## src/rtl/j_mac_seq.sv

```systemverilog
//------------------------------------------------------------------------------
// j_mac_seq : signed 16x16 multiply-accumulate burst sequencer, 40-bit
//             accumulator, 16/32-bit saturated result.
// Optional feature macro: J_MAC_SEQ_SATFLAG_EN (adds sat_flag / sat_sticky)
// Revision  : 1.0 - initial release
//------------------------------------------------------------------------------
`default_nettype none

module j_mac_seq #(
    parameter int CNT_W = 8,
    parameter int ACC_W = 40
) (
    input  logic                sys_clk,
    input  logic                reset,
    input  logic                cmd_valid,
    output logic                cmd_ready,
    input  logic [CNT_W-1:0]    cmd_len,
    input  logic                cmd_satszp,
    input  logic                op_valid,
    output logic                op_ready,
    input  logic signed [15:0]  op_a,
    input  logic signed [15:0]  op_b,
    output logic                res_valid,
    input  logic                res_ready,
    output logic [31:0]         res_data,
    output logic                busy
`ifdef J_MAC_SEQ_SATFLAG_EN
    ,
    output logic                sat_flag,
    output logic                sat_sticky
`endif
);

    typedef enum logic [1:0] {
        ST_IDLE   = 2'd0,
        ST_ACCUM  = 2'd1,
        ST_DRAIN  = 2'd2,
        ST_RESULT = 2'd3
    } state_t;

    localparam logic [CNT_W-1:0] c_cnt_zero = '0;
    localparam logic [CNT_W-1:0] c_cnt_one  = {{(CNT_W-1){1'b0}}, 1'b1};

    state_t             r_state;
    logic [ACC_W-1:0]   r_acc;
    logic [CNT_W-1:0]   r_cnt;
    logic               r_sat32;
    logic [31:0]        r_prod;
    logic               r_prod_v;
    logic               r_cmd_ready;
    logic               r_op_ready;
    logic               r_res_valid;
    logic [31:0]        r_res_data;
    logic               r_busy;

    logic signed [31:0] w_prod;
    logic [31:0]        w_d;
    logic [7:0]         w_x;
    logic               w_over32;
    logic               w_under32;
    logic               w_over16;
    logic               w_under16;
    logic [31:0]        w_sat_data;

    assign w_prod = op_a * op_b;

    // Saturation looks only at the low 40 bits; the accumulator wraps silently.
    assign w_d       = r_acc[31:0];
    assign w_x       = r_acc[39:32];
    assign w_over32  = !w_x[7] && (w_d[31] || (w_x[6:0] != 7'h00));
    assign w_under32 =  w_x[7] && !(w_d[31] && (w_x[6:0] == 7'h7F));
    assign w_over16  = !w_d[31] && (w_d[30:15] != 16'h0000);
    assign w_under16 =  w_d[31] && (w_d[30:15] != 16'hFFFF);

    always_comb begin
        w_sat_data = w_d;
        if (r_sat32) begin
            if (w_over32)
                w_sat_data = 32'h7FFF_FFFF;
            else if (w_under32)
                w_sat_data = 32'h8000_0000;
        end else begin
            if (w_over16)
                w_sat_data = 32'h0000_7FFF;
            else if (w_under16)
                w_sat_data = 32'hFFFF_8000;
        end
    end

`ifdef J_MAC_SEQ_SATFLAG_EN
    logic w_clamp;
    logic r_sat_flag;
    logic r_sat_sticky;

    assign w_clamp = r_sat32 ? (w_over32 || w_under32) : (w_over16 || w_under16);

    always_ff @(posedge sys_clk) begin
        if (reset) begin
            r_sat_flag   <= 1'b0;
            r_sat_sticky <= 1'b0;
        end else if (r_state == ST_DRAIN && !r_prod_v) begin
            r_sat_flag   <= w_clamp;
            r_sat_sticky <= r_sat_sticky | w_clamp;
        end else if (r_state == ST_RESULT && res_ready) begin
            r_sat_flag   <= 1'b0;
        end
    end

    assign sat_flag   = r_sat_flag;
    assign sat_sticky = r_sat_sticky;
`endif

    always_ff @(posedge sys_clk) begin
        if (reset) begin
            r_state     <= ST_IDLE;
            r_acc       <= '0;
            r_cnt       <= '0;
            r_sat32     <= 1'b0;
            r_prod      <= '0;
            r_prod_v    <= 1'b0;
            r_cmd_ready <= 1'b1;
            r_op_ready  <= 1'b0;
            r_res_valid <= 1'b0;
            r_res_data  <= '0;
            r_busy      <= 1'b0;
        end else begin
            // Second pipeline stage: fold the registered product into the sum.
            r_prod_v <= 1'b0;
            if (r_prod_v)
                r_acc <= r_acc + {{(ACC_W-32){r_prod[31]}}, r_prod};

            case (r_state)
                ST_IDLE: begin
                    if (cmd_valid && r_cmd_ready) begin
                        r_acc       <= '0;
                        r_cnt       <= cmd_len;
                        r_sat32     <= cmd_satszp;
                        r_cmd_ready <= 1'b0;
                        r_busy      <= 1'b1;
                        if (cmd_len == c_cnt_zero) begin
                            r_state <= ST_DRAIN;
                        end else begin
                            r_state    <= ST_ACCUM;
                            r_op_ready <= 1'b1;
                        end
                    end
                end
                ST_ACCUM: begin
                    if (op_valid && r_op_ready) begin
                        r_prod   <= w_prod;
                        r_prod_v <= 1'b1;
                        r_cnt    <= r_cnt - c_cnt_one;
                        if (r_cnt == c_cnt_one) begin
                            r_state    <= ST_DRAIN;
                            r_op_ready <= 1'b0;
                        end
                    end
                end
                ST_DRAIN: begin
                    if (!r_prod_v) begin
                        r_state     <= ST_RESULT;
                        r_res_valid <= 1'b1;
                        r_res_data  <= w_sat_data;
                    end
                end
                ST_RESULT: begin
                    if (res_ready) begin
                        r_state     <= ST_IDLE;
                        r_res_valid <= 1'b0;
                        r_cmd_ready <= 1'b1;
                        r_busy      <= 1'b0;
                    end
                end
                default: begin
                    r_state <= ST_IDLE;
                end
            endcase
        end
    end

    assign cmd_ready = r_cmd_ready;
    assign op_ready  = r_op_ready;
    assign res_valid = r_res_valid;
    assign res_data  = r_res_data;
    assign busy      = r_busy;

endmodule

`default_nettype wire

```

## config.mk

```make
export PLATFORM = sky130hd
export DESIGN_NAME = j_mac_seq
export DESIGN_NICKNAME = d
export VERILOG_FILES = /design/src/rtl/j_mac_seq.sv
export SDC_FILE = /design/constraint.sdc
export NUM_CORES = 1
export LEC_CHECK = 0
export CAP_MARGIN = 10
export CORE_MARGIN = 3
export CORE_UTILIZATION = 57
export DETAILED_ROUTE_END_ITERATION = 7
export PLACE_DENSITY = 0.79
export RECOVER_POWER = 100
export SKIP_CTS_REPAIR_TIMING = 1
export SLEW_MARGIN = 20
export SYNTH_ARGS = -nofsm -noshare
export SYNTH_HDL_FRONTEND = slang
export SYNTH_SLANG_ARGS = --single-unit
```

## constraint.sdc

```tcl
create_clock -name sys_clk -period 7.7 [get_ports sys_clk]
set_input_delay 1.155 -clock sys_clk [delete_from_list [all_inputs] [get_ports sys_clk]]
set_output_delay 1.155 -clock sys_clk [all_outputs]
set_load 0.02 [all_outputs]
```

; Word-level counts from Yosys, hierarchy flattened
; Cells that the tools add are included.
[word_totals]
reg_bits = 120
[op_classes]
add_sub_neg = 2
mul = 1
n_eq_ne = 12
mux = 32
bitwise_logic = 2
n_reduce_logical = 27
[ops]
columns = operator, n
row1 = 2-to-1 mux 32 bit, 5
row2 = 2-to-1 mux 40 bit, 3
row3 = adder 40 bit, 1
row4 = multiplier 16 x 16 -> 32 bit, 1
row5 = 2-to-1 mux 8 bit, 2
row6 = "inequality test 16 bit, second input constant", 1
row7 = one-hot mux 8 bit (2 select lines), 1
row8 = nonzero test 16 bit, 1
row9 = 2-to-1 mux 2 bit, 6
row10 = "inequality test 2 bit, second input constant", 6
row11 = 2-to-1 mux 1 bit, 10
row12 = AND reduction 5 bit, 2
row13 = AND reduction 3 bit, 3
row14 = "== test 8 x 1 -> 1 bit, second input constant", 1
row15 = logical NOT 8 bit, 1
row16 = one-hot mux 1 bit (2 select lines), 4
row17 = one-hot mux 2 bit (4 select lines), 1
row18 = "subtractor 8 x 1 -> 8 bit, second input constant", 1
row19 = "== test 7 bit, second input constant", 1
row20 = logical AND 1 bit, 7
row21 = nonzero test 7 bit, 1
row22 = AND reduction 2 bit, 3
row23 = nonzero test 2 bit, 3
row24 = "== test 2 bit, second input constant", 2
row25 = other kinds (6), 9

; Longest topological paths before layout
[logic_depth]
depth_word = 7
mapped_depth = 24
ltp_nobuf = 23

; Worst setup path after synthesis
; OpenSTA, ideal clock, no wires.
[synth_timing]
path_type = in2reg
start = input port op_b[1]
end = register r_prod[30]
t_arrival_ns = 6.930
required_ns = 7.626
setup_slack_ns = 0.696
path_stages = 19
n_path_buf = 1
cell_sequence = clkbuf_1 -> nand2_1 -> inv_1 -> fa_1 -> fa_1 -> inv_1 -> fa_1 -> fa_1 -> fa_1 -> fa_1 -> inv_1 -> ha_1 -> a311oi_1 -> a31oi_1 -> a31o_2 -> a41oi_2 -> a211oi_1 -> or4_1 -> a31oi_1
[synth_via]
elab_chain_len = 1
[synth_rtl]
columns = item, line
row1 = start: declaration, 22  ; input logic signed [15:0] op_b,
row2 = multiplier 16 x 16 -> 32 bit, 65  ; assign w_prod = op_a * op_b;
row3 = end signal: assignment, 150  ; r_prod <= w_prod;
row4 = end: declaration, 48  ; logic [31:0] r_prod;
; Every way passes these cells.
; A chain may end at the register's enable or synchronous reset.

; Final worst setup path
[layout_timing]
start = input port op_a[6]
end = register r_prod[24]
[layout_via]
elab_chain_len = 1
[layout_rtl]
columns = item, line
row1 = start: declaration, 21  ; input logic signed [15:0] op_a,
row2 = multiplier 16 x 16 -> 32 bit, 65
; Every way passes these cells.

==> run_summary.xml <==
<?xml version="1.0" encoding="UTF-8"?>
<metrics>
  <group name="status">
    <metric name="result_of_the_run" unit="">finished with violations</metric>
    <metric name="failed_checks" unit="">capacitance limit, slew limit</metric>
  </group>
  <group name="synthesis">
    <metric name="synth.net_count" unit="">2402</metric>
    <metric name="synth.avg_cell_area" unit="µm²">8.539</metric>
    <metric name="synth_top_area_share" unit="">0.3138</metric>
    <metric name="synth_top_area_cell" unit="">sky130_fd_sc_hd__fa_1</metric>
    <metric name="synthArstFlopShare" unit="">0</metric>
    <metric name="post_synth_instance_area" unit="mm²">0.01678</metric>
    <metric name="post_synth_most_frequent_cells" unit="">320 x sky130_fd_sc_hd__inv_1, 263 x sky130_fd_sc_hd__fa_1, 225 x sky130_fd_sc_hd__nand2_1, 128 x sky130_fd_sc_hd__ha_1, 124 x sky130_fd_sc_hd__and2_1</metric>
    <metric name="ys_seq_elements" unit="">120</metric>
    <metric name="ys_warn_count" unit="">0</metric>
    <metric name="synth.most_common_cell" unit="">sky130_fd_sc_hd__inv_1</metric>
    <metric name="netlist_instances" unit="">1965</metric>
    <metric name="synth-edff-count" unit="">0</metric>
    <metric name="synth-seq-area-share" unit="">0.1432</metric>
    <metric name="ys_top_cells_by_area" unit="">sky130_fd_sc_hd__fa_1 31%, sky130_fd_sc_hd__dfxtp_1 14%, sky130_fd_sc_hd__ha_1 9.5%, sky130_fd_sc_hd__inv_1 7.2%, sky130_fd_sc_hd__nand2_1 5.0%</metric>
    <metric name="synthFlopType" unit="">sky130_fd_sc_hd__dfxtp_1</metric>
    <metric name="synth_cell_type_count" unit="">78</metric>
  </group>
  <group name="setup_path">
    <metric name="cp_max_fo" unit="">10</metric>
    <metric name="r2r_slack" unit="ps">4120</metric>
    <metric name="endpoint_kind" unit="">register</metric>
    <metric name="wp_data_required" unit="ps">8050</metric>
    <metric name="arr_time_crit_path" unit="ps">7690</metric>
    <metric name="type_of_element_launching_the_critical_path" unit="">input pin</metric>
    <metric name="crit_type" unit="">input pin to register</metric>
  </group>
  <group name="timing">
    <metric name="slew_viol_final" unit="">125</metric>
    <metric name="layout_worst_path_cycle_share" unit="">0.9542</metric>
    <metric name="headroom_to_the_max_slew_limit" unit="">-0.2900</metric>
    <metric name="max_slew.worst_pin.slew" unit="ps">1935</metric>
    <metric name="setup_tns" unit="ps">0</metric>
    <metric name="timing_hold_violations_final" unit="">0</metric>
    <metric name="setup_violations" unit="">0</metric>
    <metric name="max_freq" unit="MHz">136.1</metric>
    <metric name="clock-skew-final" unit="ps">13.27</metric>
    <metric name="unrepaired_setup_endpoints_after_global_routing" unit="">false</metric>
    <metric name="period_needed" unit="ps">7348</metric>
  </group>
  <group name="clock_network">
    <metric name="cts_tree" unit="">yes</metric>
    <metric name="htree_levels" unit="">4</metric>
    <metric name="clkLatencyLatePin" unit="ps">420</metric>
    <metric name="numClockSinks" unit="">120</metric>
    <metric name="clock_tree.buffer_depth" unit="">2</metric>
    <metric name="path_clk_slew" unit="ps">60</metric>
    <metric name="root_buffer" unit="">sky130_fd_sc_hd__clkbuf_16</metric>
    <metric name="tritoncts.num_buffers" unit="">17</metric>
  </group>
  <group name="drt">
    <metric name="drt-pass1-iter-count" unit="">5</metric>
    <metric name="num_vias" unit="">13830</metric>
    <metric name="first_iter_violations" unit="">1004</metric>
    <metric name="route.final.wire_length" unit="µm">39120</metric>
    <metric name="wire_per_inst" unit="µm">16.05</metric>
    <metric name="drt_drc_violations_left" unit="">0</metric>
    <metric name="viasPerCell" unit="">5.674</metric>
    <metric name="ant_nets" unit="">0</metric>
  </group>
  <group name="worst_hold_path">
    <metric name="hold_path.class" unit="">register to register</metric>
  </group>
  <group name="global_routing">
    <metric name="maximum_number_of_pins_on_one_net_before_global_route_repair" unit="">48</metric>
    <metric name="total_routing_usage_reported_by_global_routing" unit="">0.2550</metric>
    <metric name="first_global_vias" unit="">13960</metric>
    <metric name="antenna_found_initial" unit="">0</metric>
    <metric name="grt-ovfl-total" unit="">0</metric>
    <metric name="grt_pass1_wl" unit="µm">66700</metric>
  </group>
  <group name="placement">
    <metric name="gp_congestion" unit="">0.9145</metric>
    <metric name="dpl_cell_area" unit="mm²">0.01818</metric>
    <metric name="port_buffers" unit="">81</metric>
    <metric name="dp.final_hpwl" unit="µm">32020</metric>
  </group>
  <group name="final_layout">
    <metric name="drive_gt1_frac" unit="">0.05114</metric>
    <metric name="layout.nets" unit="">2477</metric>
    <metric name="syn_to_final_growth" unit="%">11.94</metric>
    <metric name="antenna-diode-count" unit="">0</metric>
    <metric name="fin_area" unit="mm²">0.01878</metric>
  </group>
  <group name="die">
    <metric name="boundaryPins" unit="">82</metric>
    <metric name="dieWidth" unit="µm">177.6</metric>
    <metric name="die_height" unit="µm">177.6</metric>
    <metric name="die_area" unit="mm²">0.03153</metric>
    <metric name="rows" unit="">62</metric>
    <metric name="initial_core_util" unit="">0.5814</metric>
    <metric name="design.core.area" unit="mm²">0.02886</metric>
  </group>
  <group name="flow_run">
    <metric name="cap_viol_max_count" unit="">3</metric>
  </group>
</metrics>
[cells in the final DEF (no fill, tap or decap), types with 5 or more instances in the layout]
cell,synthesis,final
sky130_fd_sc_hd__o21bai_1,11,11
sky130_fd_sc_hd__nand3_1,36,36
sky130_fd_sc_hd__and3_1,10,10
sky130_fd_sc_hd__and2_1,124,120
sky130_fd_sc_hd__dfxtp_1,120,120
sky130_fd_sc_hd__clkdlybuf4s50_1,0,41
sky130_fd_sc_hd__o21a_1,11,11
sky130_fd_sc_hd__a21oi_1,123,123
sky130_fd_sc_hd__xnor2_1,36,36
sky130_fd_sc_hd__nor3_1,17,17
sky130_fd_sc_hd__ha_1,128,128
sky130_fd_sc_hd__o211ai_1,9,9
sky130_fd_sc_hd__nor4_1,7,7
sky130_fd_sc_hd__inv_1,320,320
sky130_fd_sc_hd__clkbuf_16,0,17
sky130_fd_sc_hd__buf_4,0,46
sky130_fd_sc_hd__or3_1,13,13
sky130_fd_sc_hd__and4_1,5,5
sky130_fd_sc_hd__fa_1,263,263
sky130_fd_sc_hd__nand2_1,225,225
sky130_fd_sc_hd__a31oi_1,15,14
sky130_fd_sc_hd__a211oi_1,21,21
sky130_fd_sc_hd__inv_6,0,6
sky130_fd_sc_hd__a21o_1,22,22
sky130_fd_sc_hd__nor2_1,104,104
sky130_fd_sc_hd__nand4_1,11,11
sky130_fd_sc_hd__dlygate4sd3_1,0,40
sky130_fd_sc_hd__mux2i_1,17,17
sky130_fd_sc_hd__o21ai_0,102,104
sky130_fd_sc_hd__nand2b_1,11,11
sky130_fd_sc_hd__a211o_1,7,7
sky130_fd_sc_hd__o31ai_1,11,11
sky130_fd_sc_hd__a31o_2,6,6
sky130_fd_sc_hd__or4_1,5,5
sky130_fd_sc_hd__xor2_1,13,13
sky130_fd_sc_hd__nand4b_1,6,6
sky130_fd_sc_hd__nand3b_1,9,9
[logic make-up after synthesis]
logic type / share of synthesized area
adder cells (fa/ha/maj): 0.4092
AO/OA/AOI/OAI: 0.1466
buffers and inverters: 0.08896
AND/OR/NAND/NOR: 0.1756
multiplexers: 0.01081
flip-flops: 0.1432
XOR/XNOR: 0.02558
[per-stage QoR]
step / setup slack [ps] / util / hold WS [ps] / cells
after detailed placement: 87.68 / 0.6300 / 453.9 / 2405
final: 352.4 / 0.6508 / 464.5 / 2437
after CTS: 529.0 / 0.6510 / 462.8 / 2437
after global routing: 88.78 / 0.6508 / 494.4 / 2437
after floorplan: 695.6 / - / 435.6 / 1965
after global placement: 201.5 / 0.6300 / 448.1 / 2405
[final timing paths]
| path | to | startpoint | cells past startpoint |
|---|---|---|---|
| worst max-delay path | r_prod[24] | op_a[6] | 21 |
| worst min-delay path | r_prod[2] | r_prod[2] | 2 |
| worst max register to register | r_cnt[4] | r_state[1] | 8 |
| worst min register to register | r_prod[2] | r_prod[2] | 2 |
[worst max-delay path, cell delays in order]
cell and delay, ps:
sky130_fd_sc_hd__dlygate4sd3_1 660, sky130_fd_sc_hd__buf_4 230, sky130_fd_sc_hd__and2_0 170, sky130_fd_sc_hd__fa_1 480, sky130_fd_sc_hd__inv_1 50, sky130_fd_sc_hd__fa_1 450
sky130_fd_sc_hd__fa_1 550, sky130_fd_sc_hd__inv_1 70, sky130_fd_sc_hd__fa_1 500, sky130_fd_sc_hd__fa_1 490, sky130_fd_sc_hd__inv_1 50, sky130_fd_sc_hd__fa_1 480
sky130_fd_sc_hd__inv_1 50, sky130_fd_sc_hd__ha_1 330, sky130_fd_sc_hd__or2_2 330, sky130_fd_sc_hd__a21oi_1 310, sky130_fd_sc_hd__o41ai_2 190, sky130_fd_sc_hd__a2111oi_0 590
sky130_fd_sc_hd__o21ai_0 240, sky130_fd_sc_hd__a21oi_1 200, sky130_fd_sc_hd__nand3b_1 120
[layer usage]
metal	global-route usage	vias up	wire length, µm
li1	-	6564	-
met1	0.3606	6786	17990
met2	0.4226	408	18540
met3	0.02482	70	1869
met4	0.06675	0	710
met5	0	-	0
[layout make-up]
cell class	instances	area [µm²]
fillers	2424	10080
multi-input cells	1448	12910
inverters	321	1205
repair buffers	132	1176
well taps	384	480.5
clock inverters	15	178.9
flip-flops and latches	120	2402
clock buffers	17	425.4
[sequential cells by signal, indices dropped and copies added, names as in the netlist, 2 cells and up]
| register | count |
|---|---|
| r_cnt | 8 |
| res_data | 32 |
| r_acc | 40 |
| r_state | 2 |
| r_prod | 32 |
Power is left out: the tool's default activity adds up to more than one toggle a clock period on the data nets, which glitch-free logic cannot reach.
